`src/rtl/svc_rv_hazard.sv`:
```
// Hazard controller for the 5-stage RV pipeline: load-use / RAW stalls, redirect
// flushes, a memory-wait freeze FSM and saturating performance counters.
module svc_rv_hazard #(
  parameter bit FWD_EN = 1'b1,
  parameter int CNT_W  = 32
) (
  input  logic             clk,
  input  logic             rst_n,
  input  logic [4:0]       rs1_id,
  input  logic [4:0]       rs2_id,
  input  logic             uses_rs1_id,
  input  logic             uses_rs2_id,
  input  logic [4:0]       rd_ex,
  input  logic             reg_write_ex,
  input  logic [2:0]       res_src_ex,
  input  logic [4:0]       rd_mem,
  input  logic             reg_write_mem,
  input  logic [4:0]       rd_wb,
  input  logic             reg_write_wb,
  input  logic             redirect_ex,
  input  logic             dmem_rd_mem,
  input  logic             dmem_rd_valid,
  output logic             stall_pc,
  output logic             stall_if_id,
  output logic             flush_if_id,
  output logic             flush_id_ex,
  output logic             stall_back,
  output logic             flush_mem_wb,
  output logic [CNT_W-1:0] load_use_cnt,
  output logic [CNT_W-1:0] mem_wait_cnt,
  output logic [CNT_W-1:0] flush_cnt
);

  localparam logic [2:0] RES_MEM = 3'b001;

  typedef enum logic [0:0] {
    ST_RUN      = 1'b0,
    ST_MEM_WAIT = 1'b1
  } state_e;

  state_e           state_q, state_d;
  logic             mem_wait_s;
  logic             raw_ex_s, raw_mem_s, raw_wb_s, load_use_s;
  logic             lu_evt_s, flush_evt_s;
  logic [CNT_W-1:0] load_use_cnt_q, load_use_cnt_d;
  logic [CNT_W-1:0] mem_wait_cnt_q, mem_wait_cnt_d;
  logic [CNT_W-1:0] flush_cnt_q, flush_cnt_d;

  // x0 is hardwired to zero, so a write to it can never create a dependency.
  function automatic logic src_hit(input logic [4:0] rd, input logic we);
    src_hit = we && (rd != 5'd0) &&
              ((uses_rs1_id && (rs1_id == rd)) || (uses_rs2_id && (rs2_id == rd)));
  endfunction

  function automatic logic [CNT_W-1:0] sat_inc(input logic [CNT_W-1:0] c, input logic en);
    if (en && (c != {CNT_W{1'b1}})) begin
      sat_inc = c + {{(CNT_W-1){1'b0}}, 1'b1};
    end else begin
      sat_inc = c;
    end
  endfunction

  // Memory-wait FSM next state and freeze condition.
  always_comb begin
    state_d    = state_q;
    mem_wait_s = 1'b0;
    case (state_q)
      ST_RUN: begin
        if (dmem_rd_mem && !dmem_rd_valid) begin
          mem_wait_s = 1'b1;
          state_d    = ST_MEM_WAIT;
        end else begin
          state_d    = ST_RUN;
        end
      end
      ST_MEM_WAIT: begin
        if (!dmem_rd_valid) begin
          mem_wait_s = 1'b1;
          state_d    = ST_MEM_WAIT;
        end else begin
          state_d    = ST_RUN;
        end
      end
      default: begin
        state_d = ST_RUN;
      end
    endcase
  end

  // Dependency detection against the three producer stages.
  always_comb begin
    raw_ex_s  = src_hit(rd_ex, reg_write_ex);
    raw_mem_s = src_hit(rd_mem, reg_write_mem);
    raw_wb_s  = src_hit(rd_wb, reg_write_wb);
    if (FWD_EN) begin
      load_use_s = raw_ex_s && (res_src_ex == RES_MEM);
    end else begin
      load_use_s = raw_ex_s || raw_mem_s || raw_wb_s;
    end
  end

  // Stall/flush priority: memory freeze, then redirect, then load-use.
  always_comb begin
    stall_pc     = 1'b0;
    stall_if_id  = 1'b0;
    flush_if_id  = 1'b0;
    flush_id_ex  = 1'b0;
    stall_back   = 1'b0;
    flush_mem_wb = 1'b0;
    lu_evt_s     = 1'b0;
    flush_evt_s  = 1'b0;
    if (mem_wait_s) begin
      // EX is held, so a pending redirect stays visible until the freeze ends.
      stall_pc     = 1'b1;
      stall_if_id  = 1'b1;
      stall_back   = 1'b1;
      flush_mem_wb = 1'b1;
    end else if (redirect_ex) begin
      flush_if_id = 1'b1;
      flush_id_ex = 1'b1;
      flush_evt_s = 1'b1;
    end else if (load_use_s) begin
      stall_pc    = 1'b1;
      stall_if_id = 1'b1;
      flush_id_ex = 1'b1;
      lu_evt_s    = 1'b1;
    end else begin
      lu_evt_s    = 1'b0;
    end
  end

  // Saturating counter next values.
  always_comb begin
    load_use_cnt_d = sat_inc(load_use_cnt_q, lu_evt_s);
    mem_wait_cnt_d = sat_inc(mem_wait_cnt_q, mem_wait_s);
    flush_cnt_d    = sat_inc(flush_cnt_q, flush_evt_s);
  end

  // State and counter registers with synchronous reset.
  always_ff @(posedge clk) begin
    if (!rst_n) begin
      state_q        <= ST_RUN;
      load_use_cnt_q <= {CNT_W{1'b0}};
      mem_wait_cnt_q <= {CNT_W{1'b0}};
      flush_cnt_q    <= {CNT_W{1'b0}};
    end else begin
      state_q        <= state_d;
      load_use_cnt_q <= load_use_cnt_d;
      mem_wait_cnt_q <= mem_wait_cnt_d;
      flush_cnt_q    <= flush_cnt_d;
    end
  end

  assign load_use_cnt = load_use_cnt_q;
  assign mem_wait_cnt = mem_wait_cnt_q;
  assign flush_cnt    = flush_cnt_q;

endmodule

```
`config.mk`:
```
export PLATFORM = sky130hd
export DESIGN_NAME = svc_rv_hazard
export DESIGN_NICKNAME = d
export VERILOG_FILES = /design/src/rtl/svc_rv_hazard.sv
export SDC_FILE = /design/constraint.sdc
export NUM_CORES = 1
export LEC_CHECK = 0
export ABC_CLOCK_PERIOD_IN_PS = 1900
export CORE_AREA = 2 2 115 117
export CTS_BUF_LIST = sky130_fd_sc_hd__clkbuf_16
export DETAILED_ROUTE_END_ITERATION = 16
export DIE_AREA = 0 0 117 119
export PLACE_DENSITY = 0.69
export SETUP_SLACK_MARGIN = 0.5
export SYNTH_ARGS = -nofsm -noshare
export SYNTH_HDL_FRONTEND = slang
export SYNTH_SLANG_ARGS = --single-unit
```
`constraint.sdc`:
```
create_clock -name clk -period 1.9 [get_ports clk]
set_input_delay 0.38 -clock clk [delete_from_list [all_inputs] [get_ports clk]]
set_output_delay 0.38 -clock clk [all_outputs]
set_load 0.03 [all_outputs]
```
==> results of run 1 <==
-- cell type report --
cell class | instances | area [sq um] | area share (%)
clock buffer | 9 | 225 | 2.71
inverter | 17 | 68.8 | 0.827
clock inverter | 7 | 85.1 | 1.02
timing repair buffer | 258 | 2080 | 25.0
sequential | 97 | 2180 | 26.2
tap | 176 | 220 | 2.65
multi-input combinational | 443 | 3460 | 41.5
-- per-stage QoR --
stage / util, % / hold slack (ps) / worst slack [ps] / cells / area (sq um)
2_1_floorplan: - / 519 / -50.8 / 577 / 5320
3_3_place_gp: 55.6 / 459 / -506 / 917 / 7160
3_5_place_dp: 55.6 / 468 / -562 / 917 / 7160
4_1_cts: 62.2 / 484 / -1.23 / 984 / 8010
5_1_grt: 64.6 / 513 / -116 / 1007 / 8320
6_report: 64.6 / 485 / -45.3 / 1007 / 8320
-- power by group through the flow --
stage | Combinational (mW) | Sequential, mW | Clock, mW
after floorplan | 0.146 | 2.06 | 0
after global placement | 0.314 | 2.04 | 0
after detailed placement | 0.322 | 2.04 | 0
after CTS | 0.363 | 1.99 | 1.96
after global routing | 0.422 | 1.98 | 2.04
final | 0.399 | 1.99 | 1.93
-- Yosys cell counts (2+ instances only) --
master	number
dfxtp_1	97
nor2_1	71
nand4_1	44
xor2_1	42
nand2_1	38
o21ai_0	35
nand3_1	34
a21oi_1	33
or3_1	31
xnor2_1	24
and3_1	22
inv_1	15
clkbuf_1	13
nor3_1	10
and2_1	6
and4_1	5
a31oi_1	4
buf_2	4
nor4_1	4
o31ai_1	4
buf_4	3
ha_1	3
o21a_1	3
or4_1	3
inv_2	2
mux2i_1	2
nand2b_1	2
nor4_2	2
nor4_4	2
o211ai_1	2
-- worst reg2reg max path: stages, from the launching register on --
cell	delay (ps)
dfxtp_4	350
nand4_1	180
buf_6	200
nor3_4	220
buf_6	140
nand3b_1	160
buf_4	200
nor3_4	170
xnor2_1	140
nor2_1	60
-- final timing paths --
kind         slack [ps]  cells after the start                            to
max                 -50                      9    flush_cnt[29]$_SDFFE_PN0P_
min                 490                      2  mem_wait_cnt[1]$_SDFFE_PN0P_
max reg2reg         -50                      9    flush_cnt[29]$_SDFFE_PN0P_
min reg2reg         490                      2  mem_wait_cnt[1]$_SDFFE_PN0P_
-- metal layers --
metal | up-vias | global-route usage [%] | routed length, um
li1 | 2577 | - | -
met1 | 2607 | 27.2 | 6720
met2 | 140 | 39.2 | 8480
met3 | 20 | 3.66 | 696
met4 | 0 | 7.50 | 240
met5 | - | 0 | 0
-- state kept, by name, indices dropped and copies added (netlist names) --
register,count
flush_cnt,32
load_use_cnt,32
mem_wait_cnt,32
state_q,1
-- placed cells by master, fill, tap and decap left out, types with 5 or more instances in the layout --
cell and count:
o21ai_0 14, nand3_1 15, xor2_1 41, buf_2 75
nand3_2 14, nand4_1 44, inv_1 13, xnor2_1 12
and3_1 19, nor4_4 7, nand2_1 27, clkdlybuf4s15_2 8
dfxtp_2 46, a21oi_2 7, dfxtp_4 49, nor3_4 8
nand3_4 5, o21ai_1 15, or3_1 27, nor2_1 69
buf_6 57, xnor2_2 12, clkbuf_16 9, dlygate4sd2_1 8
nand2_2 8, buf_4 97, a21oi_1 25
-- kinds of logic (layout without fill, tap and decap cells) --
family | after synthesis | after routing | synth area share, %
XOR/XNOR | 66 | 66 | 12.0
multiplexers | 2 | 2 | 0.416
AND/OR/NAND/NOR | 283 | 283 | 32.2
adder cells (fa/ha/maj) | 3 | 3 | 0.780
flip-flops | 97 | 97 | 40.3
AO/OA/AOI/OAI | 89 | 89 | 11.0
buffers and inverters | 37 | 291 | 3.22
-- timing repair --
action / in CTS / in global routing
gates cloned: 3 / 0
pin swaps: 132 / 77
buffers inserted: 48 / 23
setup endpoints to repair: 198 / 134
gates resized for setup: 634 / 115
==> results.sh, run 1 <==
export IMPL_peakVddDrop_mv=0.376
export IMPL_fin_nets=867
export IMPL_grt_pass1_vias=5281
export IMPL_fin_skew_ps=8.47
export IMPL_ys_warn_count=0
export IMPL_ys_ff_latch=97
export IMPL_critical_path_startpoint="flush_cnt[6]$_SDFFE_PN0P_"
export IMPL_via_per_inst=5.31
export IMPL_place_gp_congestion=0.851
export IMPL_critPathMaxFanout=3
export IMPL_setup_ws_ps=-45.3
export IMPL_grtUsageTotal_pct=22.3
export IMPL_startpoint_type="flop"
export IMPL_cts_buffers=9
export IMPL_synthesis_nets=618
export IMPL_hp_class="reg -> reg"
export IMPL_p_comb_share_pct=9.3
export IMPL_nFillCells=1049
export IMPL_post_route_period_util_pct=102
export IMPL_max_stage_delay_ps=350
export IMPL_die_y_um=119
export IMPL_clk_path_buf_depth=2
export IMPL_antenna_left=0
export IMPL_finalSetupViolCount=7
export IMPL_synth_seq_area_share_pct=40.3
export IMPL_synthFlopType="dfxtp_1"
export IMPL_cts_clk_slew_worst_paths_ps=70
export IMPL_hold_buffers=0
export IMPL_sequentialPowerShare_pct=46.1
export IMPL_required_ps=2140
export IMPL_first_pass_iters=4
export IMPL_area_growth_pct=72.9
export IMPL_slew_limit_headroom_pct=63.6
export IMPL_slowest_stage="dfxtp_4"
export IMPL_p_per_area_nw_per_um2=518
export IMPL_maxCapViolCount=0
export IMPL_die_w_um=117
export IMPL_grt_ovfl_total=0
export IMPL_dr_total_vias=5344
export IMPL_initial_core_util_pct=37.4
export IMPL_antenna_found_initial=0
export IMPL_yosysTopAreaCellShare_pct=40.3
export IMPL_slew_violations=0
export IMPL_endpoint_kind="flop"
export IMPL_path_class="reg -> reg"
export IMPL_synth_edf_count=0
export IMPL_total_power_mw=4.31
export IMPL_violations="setup timing"
export IMPL_cts_tree="yes"
export IMPL_clkPwrFrac_pct=44.7
export IMPL_port_buffers=127
export IMPL_dp_hpwl_um=10100
export IMPL_hold_viol_final=0
export IMPL_yosysTopAreaCell="dfxtp_1"
export IMPL_leakage_nw=3.40
export IMPL_drc=0
export IMPL_arrival_ps=2180
export IMPL_rsz0062_at_grt="true"
export IMPL_avgSynthCellArea_sq_um=8.34
export IMPL_switching_share_pct=23.3
export IMPL_max_clock_freq_ghz=0.514
export IMPL_routedWlPerCell_um=16.0
export IMPL_cts_max_level=3
export IMPL_drtIter0Drc=298
export IMPL_crit_buf_inv=3
export IMPL_die_area_sq_um=13900
export IMPL_rows=42
export IMPL_drt_total_wl_um=16100
export IMPL_power_switching_mw=1.00
export IMPL_cts_root_buf="clkbuf_16"
export IMPL_clk_insertion_delay_late_ps=350
export IMPL_synth_area_leaders="dfxtp_1, xor2_1, nand4_1, nor2_1, xnor2_1"
export IMPL_synth_cells=577
export IMPL_tightest_slew_ps=547
export IMPL_worstPathCellList="nand4_1 -> buf_6 -> nor3_4 -> buf_6 -> nand3b_1 -> buf_4 -> nor3_4 -> xnor2_1 -> nor2_1"
export IMPL_intPower_mw=3.31
export IMPL_reg2reg_from="flush_cnt[6]$_SDFFE_PN0P_"
export IMPL_antenna_cells=0
export IMPL_syn_area_sq_um=4810
export IMPL_yosys_cell_types_count=47
export IMPL_cts_sinks=97
export IMPL_async_reset_ff_share_pct=0
export IMPL_io_pins=140
export IMPL_drive_gt1_share_pct=56.7
export IMPL_grt_max_degree=47
export IMPL_hold_start="mem_wait_cnt[1]$_SDFFE_PN0P_"
export IMPL_core_sq_um=12900
export IMPL_fin_crit_ps=1950
export IMPL_status="finished, violations left"
export IMPL_critPathTopFamily="simple AND/OR/NAND/NOR gates"
export IMPL_grt_pass1_wl_um=25100
export IMPL_setup_tns_final_ps=-125
Note: power is estimated with default switching activity, not from simulation.
==> inputs of run 2 (changes only) <==
Settings changed: CORE_AREA 2 2 115 117 to 2 2 82 163, DIE_AREA 0 0 117 119 to 0 0 84 165.
==> run 2 against run 1 <==
  * The run still ends with setup timing left
  * Global-route usage is 1.0 points higher
  * Fmax hardly changed
  * Combinational power is 6.8% lower
  * Sequential power hardly changed
  * Sequential cell count stayed put
  * Setup slack better by 1.4 ps
  * Count of clock-buffer cells in the layout stayed put
  * Final area is 4.8% higher
  * Power is 6.5% higher
  * Critical path type is now in -> out
  * Highest routed layer unchanged
==> results.sh, run 2 (synthesis results as in run 1) <==
export IMPL_grt_pass1_vias=5565
export IMPL_hp_class="reg -> reg"
export IMPL_io_pins=140
export IMPL_grt_ovfl_total=0
export IMPL_crit_buf_inv=2
export IMPL_routedWlPerCell_um=17.2
export IMPL_first_pass_iters=4
export IMPL_die_w_um=84
export IMPL_switching_share_pct=22.3
export IMPL_setup_tns_final_ps=-140
export IMPL_max_stage_delay_ps=540
export IMPL_drt_total_wl_um=17300
export IMPL_cts_buffers=9
export IMPL_violations="setup timing"
export IMPL_peakVddDrop_mv=0.445
export IMPL_port_buffers=127
export IMPL_fin_nets=896
export IMPL_grt_pass1_wl_um=26300
export IMPL_area_growth_pct=81.2
export IMPL_rows=58
export IMPL_layout_common_cells="buf_4, buf_2, nor2_1, buf_6, dfxtp_4"
export IMPL_startpoint_type="input pin"
export IMPL_cts_tree="yes"
export IMPL_drc=0
export IMPL_slowest_stage="or4_4"
export IMPL_rsz0062_at_grt="true"
export IMPL_dp_hpwl_um=11300
export IMPL_post_route_period_util_pct=102
export IMPL_cts_clk_slew_worst_paths_ps=60
export IMPL_cts_sinks=97
export IMPL_setup_ws_ps=-43.9
export IMPL_status="finished, violations left"
export IMPL_critPathTopFamily="simple AND/OR/NAND/NOR gates"
export IMPL_critPathMaxFanout=3
export IMPL_dr_total_vias=5479
export IMPL_finalSetupViolCount=4
export IMPL_fin_skew_ps=8.26
export IMPL_worstPathCellList="buf_8 -> or4_4 -> o21a_4 -> nand2_4 -> o21ai_4 -> buf_6"
export IMPL_clk_insertion_delay_late_ps=340
export IMPL_place_gp_congestion=0.848
export IMPL_cts_max_level=3
export IMPL_die_area_sq_um=13900
export IMPL_p_per_area_nw_per_um2=526
export IMPL_clk_path_buf_depth=2
export IMPL_drtIter0Drc=213
export IMPL_hold_viol_final=0
export IMPL_final_common_cell="buf_4"
export IMPL_arrival_ps=1560
export IMPL_antenna_found_initial=0
export IMPL_hold_slack_ps=497
export IMPL_power_switching_mw=1.02
export IMPL_grtUsageTotal_pct=23.3
export IMPL_maxCapViolCount=0
export IMPL_initial_core_util_pct=38.3
export IMPL_hold_buffers=0
export IMPL_grt_max_degree=54
export IMPL_endpoint_kind="output port"
export IMPL_intPower_mw=3.57
export IMPL_tightest_slew_ps=352
export IMPL_path_class="in -> out"
export IMPL_required_ps=1520
export IMPL_die_y_um=165
export IMPL_antenna_cells=0
export IMPL_sequentialPowerShare_pct=43.1
export IMPL_slew_limit_headroom_pct=76.5
export IMPL_antenna_left=0
export IMPL_drive_gt1_share_pct=60.8
export IMPL_cts_root_buf="clkbuf_16"
export IMPL_core_sq_um=12600
export IMPL_via_per_inst=5.42
export IMPL_leakage_nw=3.65
export IMPL_fin_crit_ps=1940
export IMPL_clkPwrFrac_pct=48.7
export IMPL_slew_violations=0
export IMPL_max_clock_freq_ghz=0.514
export IMPL_p_comb_share_pct=8.1
## run 2: cell types whose count changed in the layout (fill, tap and decap cells not counted), moves of 3 or more
cell      delta
a21oi_1      -5
a21oi_2      +6
buf_4       +22
clkbuf_2     +7
dfxtp_2      -6
dfxtp_4      +5
nand2_2      -3
nand2_4      +4
or3_1        -9
or3_4        +9
xor2_1       -4
xor2_2       +4
## run 2: area by class of cell
cell class	instances	area (sq um)
well taps	150	188
clock inverters	7	141
flip-flops and latches	97	2190
multi-input cells	443	3600
fillers	959	3830
clock buffers	9	225
repair buffers	287	2300
inverters	17	68.8
## run 2: final timing paths
| kind | from | endpoint | slack, ps | cells after the start |
|---|---|---|---|---|
| worst max-delay path | rd_ex[1] | stall_pc | -40 | 6 |
| worst min register to register | load_use_cnt[7]$_SDFFE_PN0P_ | load_use_cnt[7]$_SDFFE_PN0P_ | 500 | 2 |
| worst max register to register | flush_cnt[0]$_SDFFE_PN0P_ | flush_cnt[22]$_SDFFE_PN0P_ | -20 | 10 |
| worst min-delay path | load_use_cnt[7]$_SDFFE_PN0P_ | load_use_cnt[7]$_SDFFE_PN0P_ | 500 | 2 |
## run 2: metrics by stage
step                      setup WS, ps  area (sq um)  total power [mW]  cells  util [%]
final                            -43.9          8720              4.59   1010      69.5
after global routing              -124          8720              4.71   1010      69.5
after CTS                        -42.8          8200              4.60    968      65.3
after detailed placement          -599          7240              2.36    907      57.6
after global placement            -501          7240              2.35    907      57.6
after floorplan                  -50.8          5320              2.20    577         -
## run 2: routing by layer
layer | GRT usage, % | vias to the layer above | wire length (um)
li1 | - | 2621 | -
met1 | 23.1 | 2677 | 6120
met2 | 46.7 | 140 | 10200
met3 | 3.65 | 41 | 511
met4 | 9.75 | 0 | 515
met5 | 0 | - | 0
## run 2: power groups by stage
stage	combinational (mW)	clock [mW]	sequential, mW
finish	0.372	2.24	1.98
global route	0.396	2.34	1.98
CTS	0.342	2.27	1.99
detailed placement	0.314	0	2.04
global placement	0.305	0	2.04
floorplan	0.146	0	2.06
## run 2: worst min-delay path, stage by stage, from the launching register on
cell,delay (ps)
dfxtp_2,350
o31ai_2,70
a21oi_2,50
## run 2: timing repair
item | CTS | global route
buffers inserted | 44 | 41
gates cloned | 1 | 1
gates resized for setup | 577 | 173
endpoints found under the setup margin | 198 | 139
pin swaps | 124 | 122
endpoints found under the hold margin | 0 | 0
==> inputs of run 3 (changes only) <==
Settings changed: CORE_AREA 2 2 82 163 to 2 2 78 155, DIE_AREA 0 0 84 165 to 0 0 80 157, PLACE_DENSITY 0.69 to 0.75.
==> run 3 against run 2 <==
  * Register-to-register slack worse by 20 ps
  * Critical endpoint is now flush_cnt[27]$_SDFFE_PN0P_
  * Utilization is 5.6 points higher
  * Clock skew is 0.99 ps lower
  * The flow still finishes with violations (setup timing)
  * Sequential power hardly changed
  * Global-route usage is 2.8 points higher
  * Via count is 0.46% lower
  * Final area is 2.9% lower
  * Final cell count is 2.7% lower
  * Die area is 9.4% lower
  * Non-clock buffer count is 19 lower
  * Sequential cell count stayed put
  * Hold slack better by 1.9 ps
==> results.sh, run 3 (synthesis results as in run 1) <==
export IMPL_reg2reg_setup_slack_ps=-40
export IMPL_hold_start="mem_wait_cnt[1]$_SDFFE_PN0P_"
export IMPL_grt_max_degree=47
export IMPL_grt_pass1_vias=5557
export IMPL_io_pins=140
export IMPL_hold_buffers=0
export IMPL_switching_share_pct=24.5
export IMPL_clk_path_buf_depth=2
export IMPL_power_switching_mw=1.03
export IMPL_layoutNonFillerInstCount=983
export IMPL_tightest_slew_ps=521
export IMPL_drtIter0Drc=257
export IMPL_final_common_cell="buf_4"
export IMPL_slew_limit_headroom_pct=65.1
export IMPL_hp_class="reg -> reg"
export IMPL_grtUsageTotal_pct=26.0
export IMPL_drive_gt1_share_pct=59.5
export IMPL_antenna_cells=0
export IMPL_cts_root_buf="clkbuf_16"
export IMPL_routedWlPerCell_um=17.5
export IMPL_use_met1_pct=26.8
export IMPL_cts_clk_slew_worst_paths_ps=70
export IMPL_die_w_um=80
export IMPL_r2r_end="flush_cnt[27]$_SDFFE_PN0P_"
export IMPL_core_sq_um=11300
export IMPL_antenna_found_initial=0
export IMPL_required_ps=2130
export IMPL_port_buffers=127
export IMPL_path_class="reg -> reg"
export IMPL_antenna_left=0
export IMPL_place_gp_congestion=0.863
export IMPL_endpoint_kind="flop"
export IMPL_reg2reg_from="flush_cnt[3]$_SDFFE_PN0P_"
export IMPL_first_pass_iters=4
export IMPL_drt_total_wl_um=17200
export IMPL_holdPathStages=2
export IMPL_nFillCells=770
export IMPL_hold_viol_final=0
export IMPL_met3_usage_pct=4.82
export IMPL_layout_common_cells="buf_4, buf_2, nor2_1, buf_6, dfxtp_4"
export IMPL_p_comb_share_pct=9.3
export IMPL_intPower_mw=3.17
export IMPL_setup_tns_final_ps=-102
export IMPL_grt_pass1_wl_um=26400
export IMPL_die_area_sq_um=12600
export IMPL_finalSetupViolCount=6
export IMPL_leakage_nw=3.42
export IMPL_violations="setup timing"
export IMPL_clkPwrFrac_pct=43.7
export IMPL_critPathMaxFanout=5
export IMPL_worstHoldEndpoint="mem_wait_cnt[1]$_SDFFE_PN0P_"
export IMPL_top_usage_layer="met2"
export IMPL_startpoint_type="flop"
export IMPL_fin_nets=877
export IMPL_via_per_inst=5.55
export IMPL_arrival_ps=2170
export IMPL_drc=0
export IMPL_dr_total_vias=5454
export IMPL_placed_cells=885
export IMPL_status="finished, violations left"
export IMPL_cts_max_level=3
export IMPL_sequentialPowerShare_pct=47.0
export IMPL_fin_skew_ps=7.26
export IMPL_peakVddDrop_mv=0.470
export IMPL_p_per_area_nw_per_um2=496
export IMPL_fin_crit_ps=1940
export IMPL_rows=55
export IMPL_rsz0062_at_grt="true"
export IMPL_max_clock_freq_ghz=0.516
export IMPL_initial_core_util_pct=42.6
export IMPL_setup_ws_ps=-38.0
export IMPL_grt_ovfl_total=0
export IMPL_clk_insertion_delay_late_ps=340
export IMPL_cts_tree="yes"
export IMPL_cts_sinks=97
export IMPL_area_growth_pct=76.0
export IMPL_maxCapViolCount=0
export IMPL_slew_violations=0
export IMPL_die_y_um=157
export IMPL_dp_hpwl_um=10700
export IMPL_post_route_period_util_pct=102
export IMPL_rr_worst_depth=9
export IMPL_use_met2_pct=49.5
export IMPL_cts_buffers=9
export IMPL_total_power_mw=4.20
-- run 3: changes by cell type in the layout (fill, tap and decap cells not counted), moves of 5 or more --
| cell | change |
|---|---|
| xnor2_2 | +5 |
| xnor2_1 | -6 |
| or3_1 | +7 |
| buf_4 | -17 |
| clkbuf_2 | -7 |
| a21oi_1 | +6 |
| or3_4 | -7 |
| a21oi_2 | -7 |
-- run 3: what timing repair did --
item / 4_1_cts / 5_1_grt
buffers inserted: 41 / 39
cloned: 1 / 1
gates resized for setup: 590 / 173
endpoints found under the setup margin: 198 / 152
pin swaps: 111 / 98
-- run 3: per-layer routing --
| layer | wire, um | vias up |
|---|---|---|
| met5 | 0 | - |
| met4 | 617 | 0 |
| met3 | 705 | 50 |
| met2 | 9840 | 170 |
| met1 | 6000 | 2634 |
| li1 | - | 2600 |
-- run 3: area by class of cell --
type | instances | area (sq um) | area share (%)
inverters | 17 | 68.8 | 0.812
clock inverters | 7 | 71.3 | 0.842
clock buffers | 9 | 225 | 2.66
well taps | 142 | 178 | 2.10
flip-flops and latches | 97 | 2200 | 26.0
multi-input cells | 443 | 3550 | 41.9
repair buffers | 268 | 2180 | 25.7
-- run 3: through the flow --
stage / hold WS (ps) / cell area [sq um] / util [%] / setup WS [ps]
3_3_place_gp: 467 / 7120 / 63.1 / -507
6_report: 499 / 8470 / 75.1 / -38.0
5_1_grt: 527 / 8470 / 75.1 / -143
4_1_cts: 494 / 8050 / 71.3 / -12.3
2_1_floorplan: 519 / 5320 / - / -50.8
3_5_place_dp: 487 / 7120 / 63.1 / -545
-- run 3: power by group through the flow --
stage	Combinational [mW]	Sequential, mW	Clock [mW]
floorplan	0.146	2.06	0
global placement	0.299	2.04	0
detailed placement	0.307	2.04	0
CTS	0.352	1.98	1.86
global route	0.411	1.98	1.92
finish	0.388	1.98	1.84
-- run 3: worst max-delay path, stage by stage, from the launching register on --
cell	delay (ps)
dfxtp_4	370
nand4_1	170
buf_6	190
nor4_4	280
buf_6	170
nand3b_1	210
buf_4	160
nor3_2	40
xnor2_1	150
nor2_1	70
-- run 3: how the worst max path moves through the flow --
| stage | from | end | slack [ps] |
|---|---|---|---|
| 2_1_floorplan | rd_ex[4] | stall_pc | -50 |
| 3_3_place_gp | dmem_rd_mem | flush_cnt[12]$_SDFFE_PN0P_ | -510 |
| 3_5_place_dp | rd_ex[4] | load_use_cnt[7]$_SDFFE_PN0P_ | -540 |
| 4_1_cts | rd_ex[2] | stall_pc | -10 |
| 5_1_grt | flush_cnt[3]$_SDFFE_PN0P_ | flush_cnt[27]$_SDFFE_PN0P_ | -140 |
| 6_report | flush_cnt[3]$_SDFFE_PN0P_ | flush_cnt[27]$_SDFFE_PN0P_ | -40 |
==> patch 1, RTL diff (settings of run 2) <==
Reset style: asynchronous (`rst_n`), changed in one clocked block. Comments in the files are not updated.
--- a/src/rtl/svc_rv_hazard.sv
+++ b/src/rtl/svc_rv_hazard.sv
@@ -137,7 +137,7 @@
   end
 
   // State and counter registers with synchronous reset.
-  always_ff @(posedge clk) begin
+  always_ff @(posedge clk or negedge rst_n) begin
     if (!rst_n) begin
       state_q        <= ST_RUN;
       load_use_cnt_q <= {CNT_W{1'b0}};
Formal check against the unedited RTL: differs if rst_n is asserted again (counterexample within 4 cycles, from zero or initial values and one cycle with rst_n low); with rst_n held inactive, the same outputs for 10 cycles.
==> patch 1 against run 2 <==
- the run still ends with negative setup slack left
- routed wire length down 10%
- design area up 2.1%
- synthesized area grew 0.23%
- die area is the same
- setup slack improved by 0.012 ns
- sequential share of layout area grew 3.2 points
- sequential cell count stayed put
- critical endpoint is now stall_if_id
- highest routed layer unchanged
Power is not compared: it rests on default switching activity, and its combinational part moved more than twofold at a synthesized area within 25%.
==> patch 1: results (changes against run 2) <==
- Clk_skew: 0.0102 ns (+0.00195 ns)
- Mux cell area share after synthesis: 0.0101 (+0.00596)
- Global-route wire length before repair: 22900 um (-13%)
- Placed Instance Area: 7300 um^2 (+0.93%)
- Clk_lat worst skew: 0.34 ns (about the same)
- Sw Ratio: 0.305
- Setup WS pre-CTS: -0.935 ns (-0.336 ns)
- Outcome: finished with violations
- Cell variety after synth: 53 (+13%)
- R2R Path Start: state_q
- Fillcell total: 895 (-6.7%)
- Slowest library cell on the worst path: or4_4
- Top cells by count, synth: dfrtp_1, xnor2_1, nand2_1, nor2_1, nand3_1
- DRT iter0 DRCs: 174 (-18%)
- Setup TNS Final: -0.0759 ns (+0.0643 ns)
- Cell-internal power: 4.13 mW
- Synth top area cells: dfrtp_1, xnor2_1, xor2_1
- Vias in the first global route: 4778 (-14%)
- Final setup viols: 3 (-1)
- Fin nets: 783 (-13%)
- FF-to-FF path depth: 8 (-2)
- Synth Area in XOR/XNOR: 0.182 (+0.0614)
- Post-synthesis compound-gate area fraction: 0.0231 (-0.0874)
- Crit path arrival time: 1.55 ns
- CTS clk-pin slew, worst paths: 0.07 ns
- Placer's final routability congestion estimate: 0.841 (-0.86%)
- Comb pwr share: 0.291
- Total track usage: 0.204 (-0.0285)
- Total Routed Length: 15600 um (-10%)
- R2R Setup Slk: 0.01 ns (+0.03 ns)
- Via count: 4607 (-16%)
- Worst hold path class: in -> async
- Dominant synthesized flop cell: dfrtp_1
- Root Buffer: clkbuf_16
- Worst Setup Slack, final: -0.0323 ns (+0.0115 ns)
- Failing checks: negative setup slack
- Syn Area/Cell: 10.6 um^2 (+27%)
- Slew HR: 0.783 (+0.0180)
- Fraction of layout cells with a size suffix above 1: 0.710 (+0.101)
- Largest net degree at the start of global routing: 52 (-3.7%)
- Num CTS Buffers: 9 (unchanged)
- Seq/Total Area, Yosys: 0.503 (+0.0997)
- Routed vias/inst: 5.14 (-5.3%)
- Final hold slack: 0.0251 ns (-0.472 ns)
- Adder-Cell Fraction of Synth Area: 0.00778 (-0.0000182)
- Ys async rst share: 1.00 (+1.00)
- Crit path from: rd_ex[3]
- Sequential cell area: 2520 um^2 (+15%)
- CTS H-tree depth: 3 (unchanged)
- Crit path largest cell delay: 0.53 ns
- Final HPWL DP: 10100 um (-10%)
- Mapped Nets: 498 (-19%)
- Placed Cells: 800 (-12%)
- R2r endpoint: load_use_cnt[1]
-- patch 1: cell types whose count changed after synthesis, sizes merged, moves of 6 or more --
| cell | change |
|---|---|
| xnor2 | +49 |
| dfrtp | +97 |
| dfxtp | -97 |
| o21ai | -33 |
| nand4 | -18 |
| a21oi | -32 |
| inv | -6 |
| nand2 | +13 |
| nor2 | -31 |
| or3 | -30 |
| clkbuf | -12 |
| xor2 | -15 |
-- patch 1: cell type report --
class | count | area share
clock inverters | 7 | 0.00801
flip-flops and latches | 97 | 0.284
multi-input cells | 343 | 0.384
clock buffers | 9 | 0.0253
well taps | 150 | 0.0211
inverters | 11 | 0.00492
repair buffers | 280 | 0.273
-- patch 1: metal layers --
metal | track usage | wire length, um
met5 | 0 | 0
met4 | 0.0740 | 390
met3 | 0.0365 | 596
met2 | 0.407 | 9090
met1 | 0.208 | 5470
-- patch 1: worst max-delay path by stage --
stage | end | slack [ns] | depth (start not counted)
3_3_place_gp | stall_if_id | -0.91 | 6
5_1_grt | load_use_cnt[27] | -0.06 | 8
3_5_place_dp | stall_if_id | -0.94 | 6
2_1_floorplan | stall_pc | -0.02 | 5
4_1_cts | stall_if_id | -0.03 | 6
6_report | stall_if_id | -0.03 | 6
-- patch 1: worst max-delay path, delay by kind of cell --
kind / cells / cell delay, ns
buffers and inverters: 2 / 0.24
AOI/OAI and AO/OA: 2 / 0.22
and+or+nand+nor: 2 / 0.71
-- patch 1: what timing repair did --
| item | CTS | global route |
|---|---|---|
| hold endpoints to repair | 0 | 0 |
| gates resized for setup | 663 | 193 |
| setup buffers | 42 | 37 |
| pin swaps | 63 | 69 |
| setup endpoints to repair | 198 | 137 |
| cloned | 0 | 2 |
==> patch 2, RTL diff (flow settings as in run 2) <==
Without the edit above. Change the parameter `CNT_W` from 32 to 16.
--- a/src/rtl/svc_rv_hazard.sv
+++ b/src/rtl/svc_rv_hazard.sv
@@ -2,7 +2,7 @@
 // flushes, a memory-wait freeze FSM and saturating performance counters.
 module svc_rv_hazard #(
   parameter bit FWD_EN = 1'b1,
-  parameter int CNT_W  = 32
+  parameter int CNT_W  = 16
 ) (
   input  logic             clk,
   input  logic             rst_n,
Ports: changed (resized flush_cnt, load_use_cnt and mem_wait_cnt); port bits go from 140 to 92. No check against the original RTL was run, so the function may have changed too.
==> patch 2 against run 2 <==
- the flow still finishes with violations (negative setup slack)
- register-to-register slack lost 0.09 ns
- synthesized area fell by 47%
- setup slack worse by 0.13 ns
- design area is 41% lower
- total power down 50%
- sequential cell count shrank 48
- routed wire length is 45% lower
- count of clock-buffer cells in the layout is 4 lower
- global-route usage down 10 points
- critical endpoint is now stall_if_id
- largest cell class unchanged
==> patch 2: results (changes against run 2) <==
- Outcome: finished with violations
- DRT iter0 DRCs: 53 (-75%)
- Failing checks: negative setup slack
- Adder-Cell Fraction of Synth Area: 0.0148 (+0.00699)
- Hold path startpoint: load_use_cnt[8]
- Fin nets: 521 (-42%)
- Slowest library cell on the worst path: nor4_2
- Seq/Total Area, Yosys: 0.387 (-0.0168)
- Placer's final routability congestion estimate: 0.785 (-7.4%)
- Mux cell area share after synthesis: 0.0237 (+0.0195)
- Largest net degree at the start of global routing: 35 (-35%)
- Met3 Use GR: 0.0180 (-0.0185)
- Crit path arrival time: 1.70 ns (+0.14 ns)
- Global-route wire length before repair: 14700 um (-44%)
- Top cells by count, synth: dfxtp_1, nor2_1, nand2_1, xor2_1, nand3_1
- Met1 Use GR: 0.131 (-0.101)
- Pleak: 1.99 nW (-45%)
- Slew HR: 0.752 (-0.0130)
- Total Routed Length: 9510 um (-45%)
- Post-synthesis compound-gate area fraction: 0.0922 (-0.0183)
- Clk_skew: 0.00896 ns (+0.000705 ns)
- Num CTS Buffers: 5 (-4)
- Crit path from: rs1_id[0]
- GR Util met2: 0.264 (-0.203)
- Worst Setup Slack, final: -0.177 ns (-0.134 ns)
- Crit path largest cell delay: 0.28 ns (-0.26 ns)
- Cell variety after synth: 41 (-13%)
- Fillcell total: 1195 (+25%)
- Synth top area cells: dfxtp_1, xor2_1, nor2_1
- Setup WS pre-CTS: -0.658 ns (-0.0587 ns)
- Synth Area in XOR/XNOR: 0.135 (+0.0145)
- R2R Path Start: state_q
- Input/output buffers: 79 (-38%)
- Vias in the first global route: 2998 (-46%)
- Fraction of layout cells with a size suffix above 1: 0.609 (+0.00101)
- Synth top area share: 0.387 (-0.0168)
- Clk_lat worst skew: 0.29 ns (-0.05 ns)
- Final setup viols: 15 (+11)
- CTS H-tree depth: 2 (-1)
- Worst Path Max Fanout: 2 (-1)
- Via count: 3010 (-45%)
- Total track usage: 0.132 (-0.101)
- Final HPWL DP: 6190 um (-45%)
- Placed Instance Area: 4080 um^2 (-44%)
==> patch 2: cell types whose count changed in the layout (fill, tap and decap cells not counted), moves of 16 or more <==
| cell | delta |
|---|---|
| dfxtp_2 | -25 |
| dfxtp_4 | -29 |
| buf_2 | -45 |
| or3_1 | -17 |
| a21oi_1 | -16 |
| nor2_1 | -32 |
| buf_4 | -71 |
| nand4_1 | -27 |
==> patch 2: report_power, final <==
group / leakage, nW / internal (mW) / switching, mW
Combinational: 1.50 / 0.198 / 0.170
Sequential: 0.423 / 1.00 / 0.0170
Clock: 0.0754 / 0.487 / 0.422
==> patch 2: worst paths after layout <==
path	slack, ns	end
max	-0.18	stall_if_id
min	0.50	load_use_cnt[8]
max reg2reg	-0.11	load_use_cnt[3]
min reg2reg	0.50	load_use_cnt[8]
==> patch 2: layout make-up <==
class,instances,share of cell area
Inverter,11,0.00951
Antenna cell,1,0.000488
Multi-Input combinational cell,242,0.398
Sequential cell,49,0.213
Clock inverter,3,0.00342
Clock buffer,5,0.0244
Tap cell,150,0.0366
Timing Repair Buffer,171,0.314
==> patch 2: logic make-up (layout without fill, tap and decap cells) <==
family,Yosys count,after routing
compound gates,38,38
xor+xnor,39,39
fa+ha+maj,3,3
buf+inv,21,190
flops,49,49
mux,6,6
other cells,0,1
simple gates,156,156
==> patch 2: per-stage QoR <==
stage	utilization	hold WS [ns]	cells	power, mW
after floorplan	-	0.507	312	1.18
after global placement	0.325	0.478	566	1.31
after detailed placement	0.325	0.489	566	1.32
after CTS	0.386	0.501	618	2.29
after global routing	0.408	0.514	631	2.39
final	0.409	0.501	632	2.30
==> patch 2: layer usage <==
layer,part of all wire,routed length [um]
met5,0,0
met4,0.027,258
met1,0.35,3370
met3,0.034,327
met2,0.58,5550
==> patch 2: worst max-delay path, delay by kind of cell <==
family                    cells  cell delay, ns
AOI/OAI and AO/OA             2            0.25
xor gates and xnor gates      1            0.16
buffers and inverters         3            0.38
and+or+nand+nor               2            0.52
==> patch 2: what timing repair did <==
item,4_1_cts,5_1_grt
gates resized for setup,338,79
hold endpoints to repair,0,0
endpoints found under the setup margin,101,62
pin swaps,63,48
setup buffers,42,13
cloned,2,0
